## src/rtl/wb_arbiter_rr.sv

```systemverilog
// Round-robin Wishbone B3 arbiter: N masters share one slave, grant held for a whole cyc.
// Optional watchdog turns a stalled slave access into a one-cycle err to the owner.
//   state | meaning
//   IDLE  | no grant, slave request driven to zero, picking next owner
//   BUSY  | owner's bus muxed to the slave until owner drops cyc
module wb_arbiter_rr #(
  parameter int dw          = 32,
  parameter int aw          = 32,
  parameter int num_masters = 2,
  parameter int TIMEOUT     = 0
) (
  input  logic                        wb_clk,
  input  logic                        wb_rst_n,
  input  logic [num_masters*aw-1:0]   wbm_adr_i,
  input  logic [num_masters*dw-1:0]   wbm_dat_i,
  input  logic [num_masters*dw/8-1:0] wbm_sel_i,
  input  logic [num_masters-1:0]      wbm_we_i,
  input  logic [num_masters-1:0]      wbm_cyc_i,
  input  logic [num_masters-1:0]      wbm_stb_i,
  input  logic [num_masters*3-1:0]    wbm_cti_i,
  input  logic [num_masters*2-1:0]    wbm_bte_i,
  output logic [dw-1:0]               wbm_dat_o,
  output logic [num_masters-1:0]      wbm_ack_o,
  output logic [num_masters-1:0]      wbm_err_o,
  output logic [num_masters-1:0]      wbm_rty_o,
  output logic [aw-1:0]               wbs_adr_o,
  output logic [dw-1:0]               wbs_dat_o,
  output logic [dw/8-1:0]             wbs_sel_o,
  output logic                        wbs_we_o,
  output logic                        wbs_cyc_o,
  output logic                        wbs_stb_o,
  output logic [2:0]                  wbs_cti_o,
  output logic [1:0]                  wbs_bte_o,
  input  logic [dw-1:0]               wbs_dat_i,
  input  logic                        wbs_ack_i,
  input  logic                        wbs_err_i,
  input  logic                        wbs_rty_i
);

  localparam int SW = dw / 8;
  localparam int IW = (num_masters > 2) ? $clog2(num_masters) : 1;
  localparam logic [15:0] WDT_LAST = (TIMEOUT > 0) ? 16'(TIMEOUT - 1) : 16'd0;

  typedef enum logic {IDLE, BUSY} state_t;

  state_t          state_q, state_d;
  logic [IW-1:0]   owner_q, owner_d;
  logic [IW-1:0]   last_q, last_d;
  logic [15:0]     wdt_q, wdt_d;
  logic            to_err_q, to_err_d;

  logic            own_cyc;
  logic            own_stb;
  logic            slv_resp;
  logic [IW-1:0]   pick;

  // Scan last+1 .. last+num_masters; iterating downwards lets the nearest requester win.
  function automatic logic [IW-1:0] rr_pick(input logic [IW-1:0] last,
                                            input logic [num_masters-1:0] req);
    logic [IW-1:0]          res;
    logic [num_masters-1:0] sh;
    int                     idx;
    res = last;
    for (int k = num_masters; k >= 1; k--) begin
      idx = (int'(last) + k) % num_masters;
      sh  = req >> idx;
      if (sh[0]) res = IW'(idx);
    end
    return res;
  endfunction

  always_comb begin
    pick     = rr_pick(last_q, wbm_cyc_i);
    own_cyc  = wbm_cyc_i[owner_q];
    own_stb  = wbm_stb_i[owner_q];
    slv_resp = wbs_ack_i | wbs_err_i | wbs_rty_i;
  end

  always_ff @(posedge wb_clk) begin
    if (!wb_rst_n) begin
      state_q  <= IDLE;
      owner_q  <= '0;
      last_q   <= IW'(num_masters - 1);
      wdt_q    <= '0;
      to_err_q <= 1'b0;
    end else begin
      state_q  <= state_d;
      owner_q  <= owner_d;
      last_q   <= last_d;
      wdt_q    <= wdt_d;
      to_err_q <= to_err_d;
    end
  end

  always_comb begin
    state_d  = state_q;
    owner_d  = owner_q;
    last_d   = last_q;
    wdt_d    = wdt_q;
    to_err_d = to_err_q;
    case (state_q)
      IDLE: begin
        wdt_d    = '0;
        to_err_d = 1'b0;
        if (|wbm_cyc_i) begin
          owner_d = pick;
          last_d  = pick;
          state_d = BUSY;
        end
      end
      BUSY: begin
        // The err pulse lasts exactly one cycle; counting restarts after it.
        to_err_d = 1'b0;
        if ((TIMEOUT > 0) && own_stb && !to_err_q && !slv_resp) begin
          if (wdt_q == WDT_LAST) begin
            to_err_d = 1'b1;
            wdt_d    = '0;
          end else begin
            wdt_d = wdt_q + 16'd1;
          end
        end else begin
          wdt_d = '0;
        end
        if (!own_cyc) begin
          state_d  = IDLE;
          wdt_d    = '0;
          to_err_d = 1'b0;
        end
      end
      default: state_d = IDLE;
    endcase
  end

  always_comb begin
    wbm_dat_o = wbs_dat_i;
    wbm_ack_o = '0;
    wbm_err_o = '0;
    wbm_rty_o = '0;
    wbs_adr_o = '0;
    wbs_dat_o = '0;
    wbs_sel_o = '0;
    wbs_we_o  = 1'b0;
    wbs_cyc_o = 1'b0;
    wbs_stb_o = 1'b0;
    wbs_cti_o = '0;
    wbs_bte_o = '0;
    if (state_q == BUSY) begin
      wbs_adr_o = wbm_adr_i[int'(owner_q)*aw +: aw];
      wbs_dat_o = wbm_dat_i[int'(owner_q)*dw +: dw];
      wbs_sel_o = wbm_sel_i[int'(owner_q)*SW +: SW];
      wbs_cti_o = wbm_cti_i[int'(owner_q)*3 +: 3];
      wbs_bte_o = wbm_bte_i[int'(owner_q)*2 +: 2];
      wbs_we_o  = wbm_we_i[owner_q];
      wbs_cyc_o = own_cyc;
      wbs_stb_o = own_stb & ~to_err_q;
      wbm_ack_o[owner_q] = wbs_ack_i & ~to_err_q;
      wbm_err_o[owner_q] = wbs_err_i | to_err_q;
      wbm_rty_o[owner_q] = wbs_rty_i & ~to_err_q;
    end
  end

endmodule
```

## config.mk

```make
export PLATFORM = sky130hd
export DESIGN_NAME = wb_arbiter_rr
export DESIGN_NICKNAME = d
export VERILOG_FILES = /design/src/rtl/wb_arbiter_rr.sv
export SDC_FILE = /design/constraint.sdc
export NUM_CORES = 1
export LEC_CHECK = 0
export ABC_AREA = 1
export CAP_MARGIN = 20
export CORE_AREA = 2 2 116 118
export DETAILED_ROUTE_END_ITERATION = 6
export DIE_AREA = 0 0 118 120
export DONT_BUFFER_PORTS = 1
export PLACE_DENSITY = 0.3
export SYNTH_ARGS = -nofsm -noshare
export SYNTH_HDL_FRONTEND = slang
export SYNTH_SLANG_ARGS = --single-unit
```

## constraint.sdc

```tcl
create_clock -name wb_clk -period 1.2 [get_ports wb_clk]
set_input_delay 0.3 -clock wb_clk [delete_from_list [all_inputs] [get_ports wb_clk]]
set_output_delay 0.3 -clock wb_clk [all_outputs]
set_load 0.02 [all_outputs]
```

# Word level (Yosys, flattened, before mapping)
# Cells that the tools add are included.
# classes
n_mux	24
bitwise_logic	6
n_reduce_logical	3
n_addsub	2
magnitude_cmp	2
n_shift	7
multipliers	1
# ops
operator	n
64-bit by 7-bit variable part select with 32-bit output	2
32-bit 2-to-1 mux	2
2-bit by 32-bit >> shifter with 1-bit output	2
1-bit 2-to-1 mux	14
2-bit 2-to-1 mux	4
8-bit by 4-bit variable part select with 4-bit output	1
2-bit bitwise AND	3
6-bit by 4-bit variable part select with 3-bit output	1
4-bit 2-to-1 mux	1
4-bit by 3-bit variable part select with 2-bit output	1
1-bit by 2-bit multiplier with 3-bit output, second input constant	1
3-bit 2-to-1 mux	1
1-bit adder, second input constant	2
1-bit bitwise AND, first input constant	2
1-bit by 2-bit less-than comparator with 1-bit output, second input constant	1
1-bit case mux with 2 select lines	1
2-bit AND reduction	1
2-bit OR reduction	1
1-bit demux with 1-bit select	1
1-bit greater-or-equal comparator, second input constant	1
1-bit logical AND	1
1-bit inverter	1
# word_totals
inputBits	189
output_inout_bits	114
wordCells	48
register_bits	3

# Depth between registers and ports, before layout
# Gate-level depths: netlist of run 1.
# logic_depth
depth_word	6
mapped_depth	7
mapped_depth_nobuf	5

# Worst setup path after synthesis of run 1
# Ideal clock, no wire load.
# synth_timing
kind	flip-flop to output port
startpoint	reg owner_q
endpoint	out wbm_ack_o[0]
arrival_ps	1049
t_required_ps	900
path_stages_with_launch	7
n_path_buf	3
setup_slack_ps	-149
cell_sequence	dfxtp_1 > buf_6 > inv_4 > buf_6 > buf_6 > nand2_2 > nor2_1
# synth_between
elab_chain_len	6
word_cells_on_any_way	7
classes_between	order compare (2); mux (3); bitwise (1); reduce/logical (1)
# synth_rtl
item	line_no	rtl
start: declaration	47	logic [IW-1:0] owner_q, owner_d;
start signal: assignment	88	owner_q <= owner_d;
1-bit by 2-bit less-than comparator with 1-bit output (implied by the code) or 1-bit greater-or-equal comparator (tied branches)	156	wbm_ack_o[owner_q] = wbs_ack_i & ~to_err_q;
1-bit logical AND (implied by the code)	156	
1-bit 2-to-1 mux (implied by the code)	156	
1-bit demux with 1-bit select *	156	
2-bit bitwise AND (no source line) *	--	
2-bit 2-to-1 mux *	147	if (state_q == BUSY) begin
end: declaration	23	output logic [num_masters-1:0] wbm_ack_o,
# Every way passes the cells marked *; elsewhere a longest branch is shown, timed or not.

# Worst setup path in the final report of run 1
# layout_timing
startpoint	reg owner_q
endpoint	out wbs_dat_o[13]
# layout_between
elab_chain_len	2
# layout_rtl
item	line_no	rtl
64-bit by 7-bit variable part select with 32-bit output	149	wbs_dat_o = wbm_dat_i[int'(owner_q)*dw +: dw];
32-bit 2-to-1 mux	147	
end: declaration	27	output logic [dw-1:0] wbs_dat_o,
# Every way passes these cells.

==> results of run 1 <==
-- layout make-up --
| cell class | instances | area, um2 |
|---|---|---|
| clock buffer | 4 | 78.8 |
| fill | 1457 | 10400 |
| inverter | 6 | 32.5 |
| multi-input combinational | 247 | 1960 |
| sequential | 3 | 65.1 |
| tap | 176 | 220 |
| timing repair buffer | 15 | 241 |
-- final timing paths --
check | startpoint | to | cells after the start
setup / recovery | owner_q$_SDFFE_PN0P_ | wbs_dat_o[13] | 3
hold / removal | wb_rst_n | last_q$_SDFFE_PN1P_ | 1
setup reg to reg | owner_q$_SDFFE_PN0P_ | state_q$_SDFF_PN0_ | 6
hold reg to reg | last_q$_SDFFE_PN1P_ | last_q$_SDFFE_PN1P_ | 2
-- registers in the layout (all words and copies together), names as in the netlist --
register and count:
last_q 1, owner_q 1, state_q 1
-- metrics by stage --
step / util [%] / hold WS, ns / TNS [ns]
after CTS: 20.0 / 0.159 / -23.08
after global routing: 20.0 / 0.161 / -26.47
after global placement: 18.6 / 0.389 / -6.64
after detailed placement: 18.6 / 0.389 / -6.97
final: 20.0 / 0.162 / -21.87
after floorplan: - / 0.384 / -3.21
-- cells by family after synthesis --
group | after synthesis | synth area share (%)
buffers and inverters | 63 | 27.1
AO/OA/AOI/OAI | 76 | 31.1
AND/OR/NAND/NOR | 171 | 38.3
flip-flops | 3 | 3.52
-- power by group through the flow --
stage	sequential (mW)	combinational [mW]	clock, mW
after floorplan	0.119	1.34	0
after global placement	0.126	1.35	0
after detailed placement	0.127	1.35	0
after CTS	0.126	1.40	0.542
after global routing	0.127	1.47	0.551
final	0.126	1.38	0.527
-- cell usage in the layout, fill, tap and decap left out, drive strengths merged --
cell	count
nand2	157
a21oi	76
buf	15
nor2	8
nand3	6
inv	6
clkbuf	4
dfxtp	3
-- what timing repair did --
item,4_1_cts,5_1_grt
hold buffers,0,0
pin swaps,17,2
setup endpoints to repair,83,82
gates resized for setup,20,0
-- metal layers --
layer  track usage (%)  vias up  wire length (um)
li1                  -      885                 -
met5                 0        -                 0
met1              8.35      849              2200
met3              2.23       10               616
met2              16.1      136              3580
met4              3.24        0                87
==> flow_metrics.py, run 1 <==
metrics = {
    "critical_path": {
        "path_cells": "buf_12, nand2_1, a21oi_4",
        "slowest_stage": "dfxtp_4",
        "worst-setup-path-type": "reg -> out",
        "cp-start-kind": "flop",
        "max_stage_delay_ns": 0.41,
        "critPathCaptureType": "output pin",
        "crit_arrival_ns": 1.20,
        "worstPathMaxFanout": 32,
        "cp_num_buf_inv": 1,
        "crit_family": "flip-flops",
        "r2r_slack_ns": 0.11,
        "worst_ep_required_time_ns": 0.90,
    },
    "sta": {
        "worst_slew_pin_slew_ns": 0.235,
        "setup_viol": 82,
        "report.final.slew_viol_count": 0,
        "final_hold_viol_count": 0,
        "finClkSkew_ns": 0.00216,
        "rsz0062_at_grt": "true",
        "fin_crit_ns": 1.50,
        "relSlewSlack_pct": 84.4,
        "fmax_ghz": 0.665,
        "finalWorstSetupSlack_ns": -0.303,
        "post-route-period-util_pct": 125,
    },
    "final_layout": {
        "num_antenna_cells": 0,
        "design_area_um2": 2590,
        "area_delta_synth_final_pct": 52.3,
        "finalNonFillerCells": 451,
        "drive_gt1_share_pct": 42.5,
        "nNetsFinal": 465,
    },
    "grt": {
        "grt_pass1_wl_um": 9610,
        "first_global_vias": 1889,
        "grt_max_degree": 33,
        "grt_use_total_pct": 8.30,
        "overflow": 0,
        "antenna_found_initial": 0,
    },
    "floorplan": {
        "initial_core_util_pct": 13.1,
        "io_pins": 303,
        "fp.dieArea_um2": 14200,
        "fp.dieW_um": 118,
        "num_rows": 42,
        "fp.dieH_um": 120,
        "core_area_um2": 13000,
    },
    "detailed_routing": {
        "wl_um": 6490,
        "vias": 1880,
        "wl_per_cell_um": 14.4,
        "drt_pass1_iterations": 4,
        "viasPerCell": 4.17,
        "route.detailed.drc": 0,
        "drtIter0Drc": 23,
        "ant_nets": 0,
    },
    "clocking": {
        "cts_root_buffer": "clkbuf_16",
        "path_clk_slew_ns": 0.03,
        "h-tree-depth": 1,
        "cts_tree": "yes",
        "cts_buffers": 3,
        "clk_latency_ns": 0.22,
        "clockBufferDepth": 2,
        "post-cts-setup-buffers": 0,
        "cts.sinks": 3,
    },
    "place": {
        "placed_cell_area_um2": 2410,
        "portBuffers": 0,
        "dp_cells": 447,
        "finalWeightedCongestion": 0.692,
        "post-place-ws_ns": -0.122,
        "hpwl_um": 5350,
    },
    "yosys": {
        "post_synth.cell_area_avg_um2": 5.44,
        "ys_warn_count": 0,
        "ys_seq_area_share_pct": 3.52,
        "ys_seq_elements": 3,
        "synth_area_um2": 1700,
        "yosysMostFrequentCell": "nand2_1",
        "synth.area.top_cells": "nand2_1 34%, a21oi_2 21%, buf_4 15%, a21oi_1 11%, buf_6 7.3%",
        "synthCells": 313,
        "ys_async_sr_fraction_pct": 0,
        "synth_common_cells": "156 x nand2_1, 40 x a21oi_2, 36 x a21oi_1",
        "synth_enable_flop_cells": 0,
        "synth_nets": 502,
        "ys_types": 14,
        "ys.flop_type": "dfxtp_1",
        "yosysTopAreaCell": "nand2_1",
        "yosys.area.top_type_share_pct": 34.4,
    },
    "outcome": {
        "violations": "setup timing",
        "status": "finished, violations left",
    },
    "pwr": {
        "internal_power_mw": 0.968,
        "pwr-share-comb_pct": 67.8,
        "p_leak_nw": 0.785,
        "clock_power_share_pct": 26.0,
        "seq_power_share_pct": 6.2,
        "switching_share_pct": 52.3,
        "p_total_mw": 2.03,
        "switchingPower_mw": 1.06,
        "power.density_nw_per_um2": 782,
        "irDropWorstVdd_mv": 0.376,
    },
    "run": {
        "maxCapViolCount": 0,
    },
    "min_path": {
        "hp-class": "in -> reg",
    },
}
Note: power is estimated with default switching activity, not from simulation.
==> run 2, diff against run 1 <==
- CORE_AREA: 2 2 116 118 -> 2 2 117 119
- DIE_AREA: 0 0 118 120 -> 0 0 119 121
- DONT_BUFFER_PORTS: 1 -> not set
- PLACE_DENSITY: 0.3 -> 0.57
- REMOVE_ABC_BUFFERS: not set -> 1
==> flow_metrics.py, run 2 (same netlist as run 1, synthesis figures left out) <==
metrics = {
    "grt": {
        "use_met3_pct": 7.80,
        "overflow": 0,
        "grt_pass1_wl_um": 17500,
        "antenna_found_initial": 0,
        "busiest_layer": "met2",
        "grt_use_total_pct": 16.0,
        "grtUsageMet2_pct": 27.4,
        "first_global_vias": 3119,
        "grt_max_degree": 34,
        "met1_usage_pct": 17.9,
    },
    "critical_path": {
        "worst_ep_required_time_ns": 0.90,
        "cpMostUsedCell": "buf_12",
        "max_stage_delay_ns": 0.38,
        "worst-setup-path-type": "reg -> out",
        "crit_arrival_ns": 1.34,
        "crit_family": "buffers and inverters",
        "critPathCaptureType": "output pin",
        "slowest_stage": "dfxtp_4",
        "cp_num_buf_inv": 4,
        "path_cells": "buf_12, buf_12, buf_16, nand2_2, a21oi_4, buf_6",
        "cp-start-kind": "flop",
        "worstPathMaxFanout": 5,
    },
    "final_layout": {
        "drive_gt1_share_pct": 58.7,
        "final_cell_mix": "156 x clkdlybuf4s50_1, 67 x buf_6, 66 x a21oi_2",
        "multi_input_area_um2": 1960,
        "mostFrequentLayoutCell": "clkdlybuf4s50_1",
        "fillers": 1270,
        "num_antenna_cells": 0,
        "seq_area_um2": 63.8,
        "design_area_um2": 5630,
        "fin_util_pct": 43.0,
        "area_delta_synth_final_pct": 230,
        "reg.largest.list": "last_q (1), owner_q (1), state_q (1)",
        "nNetsFinal": 733,
    },
    "sta": {
        "fin_crit_ns": 1.64,
        "final_hold_viol_count": 0,
        "relSlewSlack_pct": 82.2,
        "finalWorstSetupSlack_ns": -0.441,
        "fmax_ghz": 0.609,
        "finClkSkew_ns": 0.00217,
        "setup_viol": 83,
        "worst_slew_pin_slew_ns": 0.266,
        "finalSetupTns_ns": -32.52,
        "report.final.slew_viol_count": 0,
        "rsz0062_at_grt": "true",
        "post-route-period-util_pct": 137,
    },
    "detailed_routing": {
        "wl_per_cell_um": 18.4,
        "drt_pass1_iterations": 4,
        "viasPerCell": 4.31,
        "route.detailed.drc": 0,
        "ant_nets": 0,
        "wl_um": 13300,
        "drtIter0Drc": 72,
        "vias": 3097,
    },
    "clocking": {
        "cts_root_buffer": "clkbuf_16",
        "h-tree-depth": 1,
        "cts_tree": "yes",
        "path_clk_slew_ns": 0.03,
        "cts.sinks": 3,
        "clk_latency_ns": 0.22,
        "clockBufferDepth": 2,
        "cts_buffers": 3,
        "cts_hold_buf": 0,
    },
    "min_path": {
        "hp-class": "reg -> reg",
    },
    "floorplan": {
        "initial_core_util_pct": 13.0,
        "io_pins": 303,
        "fp.dieW_um": 119,
        "fp.dieArea_um2": 14400,
        "core_area_um2": 13100,
        "fp.dieH_um": 121,
        "num_rows": 42,
    },
    "outcome": {
        "violations": "setup timing",
        "status": "finished, violations left",
    },
    "place": {
        "hpwl_um": 8470,
        "placed_cell_area_um2": 4050,
        "finalWeightedCongestion": 0.765,
        "post-place-ws_ns": -0.779,
        "portBuffers": 238,
    },
    "pwr": {
        "power.density_nw_per_um2": 591,
        "p_leak_nw": 2.33,
        "p_total_mw": 3.33,
        "irDropWorstVdd_mv": 0.337,
    },
    "run": {
        "maxCapViolCount": 0,
    },
}
run 2: cell types whose count changed in the layout (fill, tap and decap cells not counted), moves of 7 or more:
cell             change
clkdlybuf4s50_1    +156
nand2_1             -87
buf_6               +66
a21oi_2             +65
a21oi_4             -65
nand2_4             +48
nand2_2             +38
buf_4               +24
buf_16               +9
buf_12               +7
run 2: power breakdown:
part / internal, mW / total (mW) / switching, mW / leakage [nW]
clock: 0.438 / 0.529 / 0.0904 / 0.0382
combinational: 1.43 / 2.68 / 1.25 / 2.27
sequential: 0.110 / 0.119 / 0.00968 / 0.0257
total: 1.98 / 3.33 / 1.35 / 2.33
run 2: what timing repair did:
action / in CTS / in global routing
endpoints found under the setup margin: 83 / 83
setup buffers: 15 / 3
cloned: 12 / 6
gates resized for setup: 509 / 206
pin swaps: 21 / 68
run 2: routing by layer:
layer  share of wire (%)  vias to the layer above
met3                  11                       13
li1                    -                     1434
met1                  38                     1450
met5                0.59                        -
met4                 1.2                        2
met2                  49                      198
run 2: cell type report:
| class | count | share of cell area [%] |
|---|---|---|
| clock buffers | 4 | 1.40 |
| repair inverters | 1 | 0.289 |
| inverters | 6 | 0.889 |
| flip-flops and latches | 3 | 1.13 |
| well taps | 176 | 3.91 |
| multi-input cells | 247 | 34.8 |
| repair buffers | 282 | 57.6 |
run 2: per-stage QoR:
step	hold slack (ns)	std cells
after floorplan	0.384	256
after global placement	0.471	684
after detailed placement	0.497	684
after CTS	0.504	714
after global routing	0.534	719
final	0.501	719
run 2: worst min-delay path: stages, from the launching register on:
cell and delay (ns):
dfxtp_1 0.30, nand3_1 0.07, nand3_1 0.06
run 2: path summary, 6_finish.rpt:
path	end	startpoint	cells after the start	slack, ns
max	wbs_we_o	owner_q$_SDFFE_PN0P_	6	-0.44
min	last_q$_SDFFE_PN1P_	last_q$_SDFFE_PN1P_	2	0.50
max reg2reg	state_q$_SDFF_PN0_	owner_q$_SDFFE_PN0P_	8	-0.04
min reg2reg	last_q$_SDFFE_PN1P_	last_q$_SDFFE_PN1P_	2	0.50
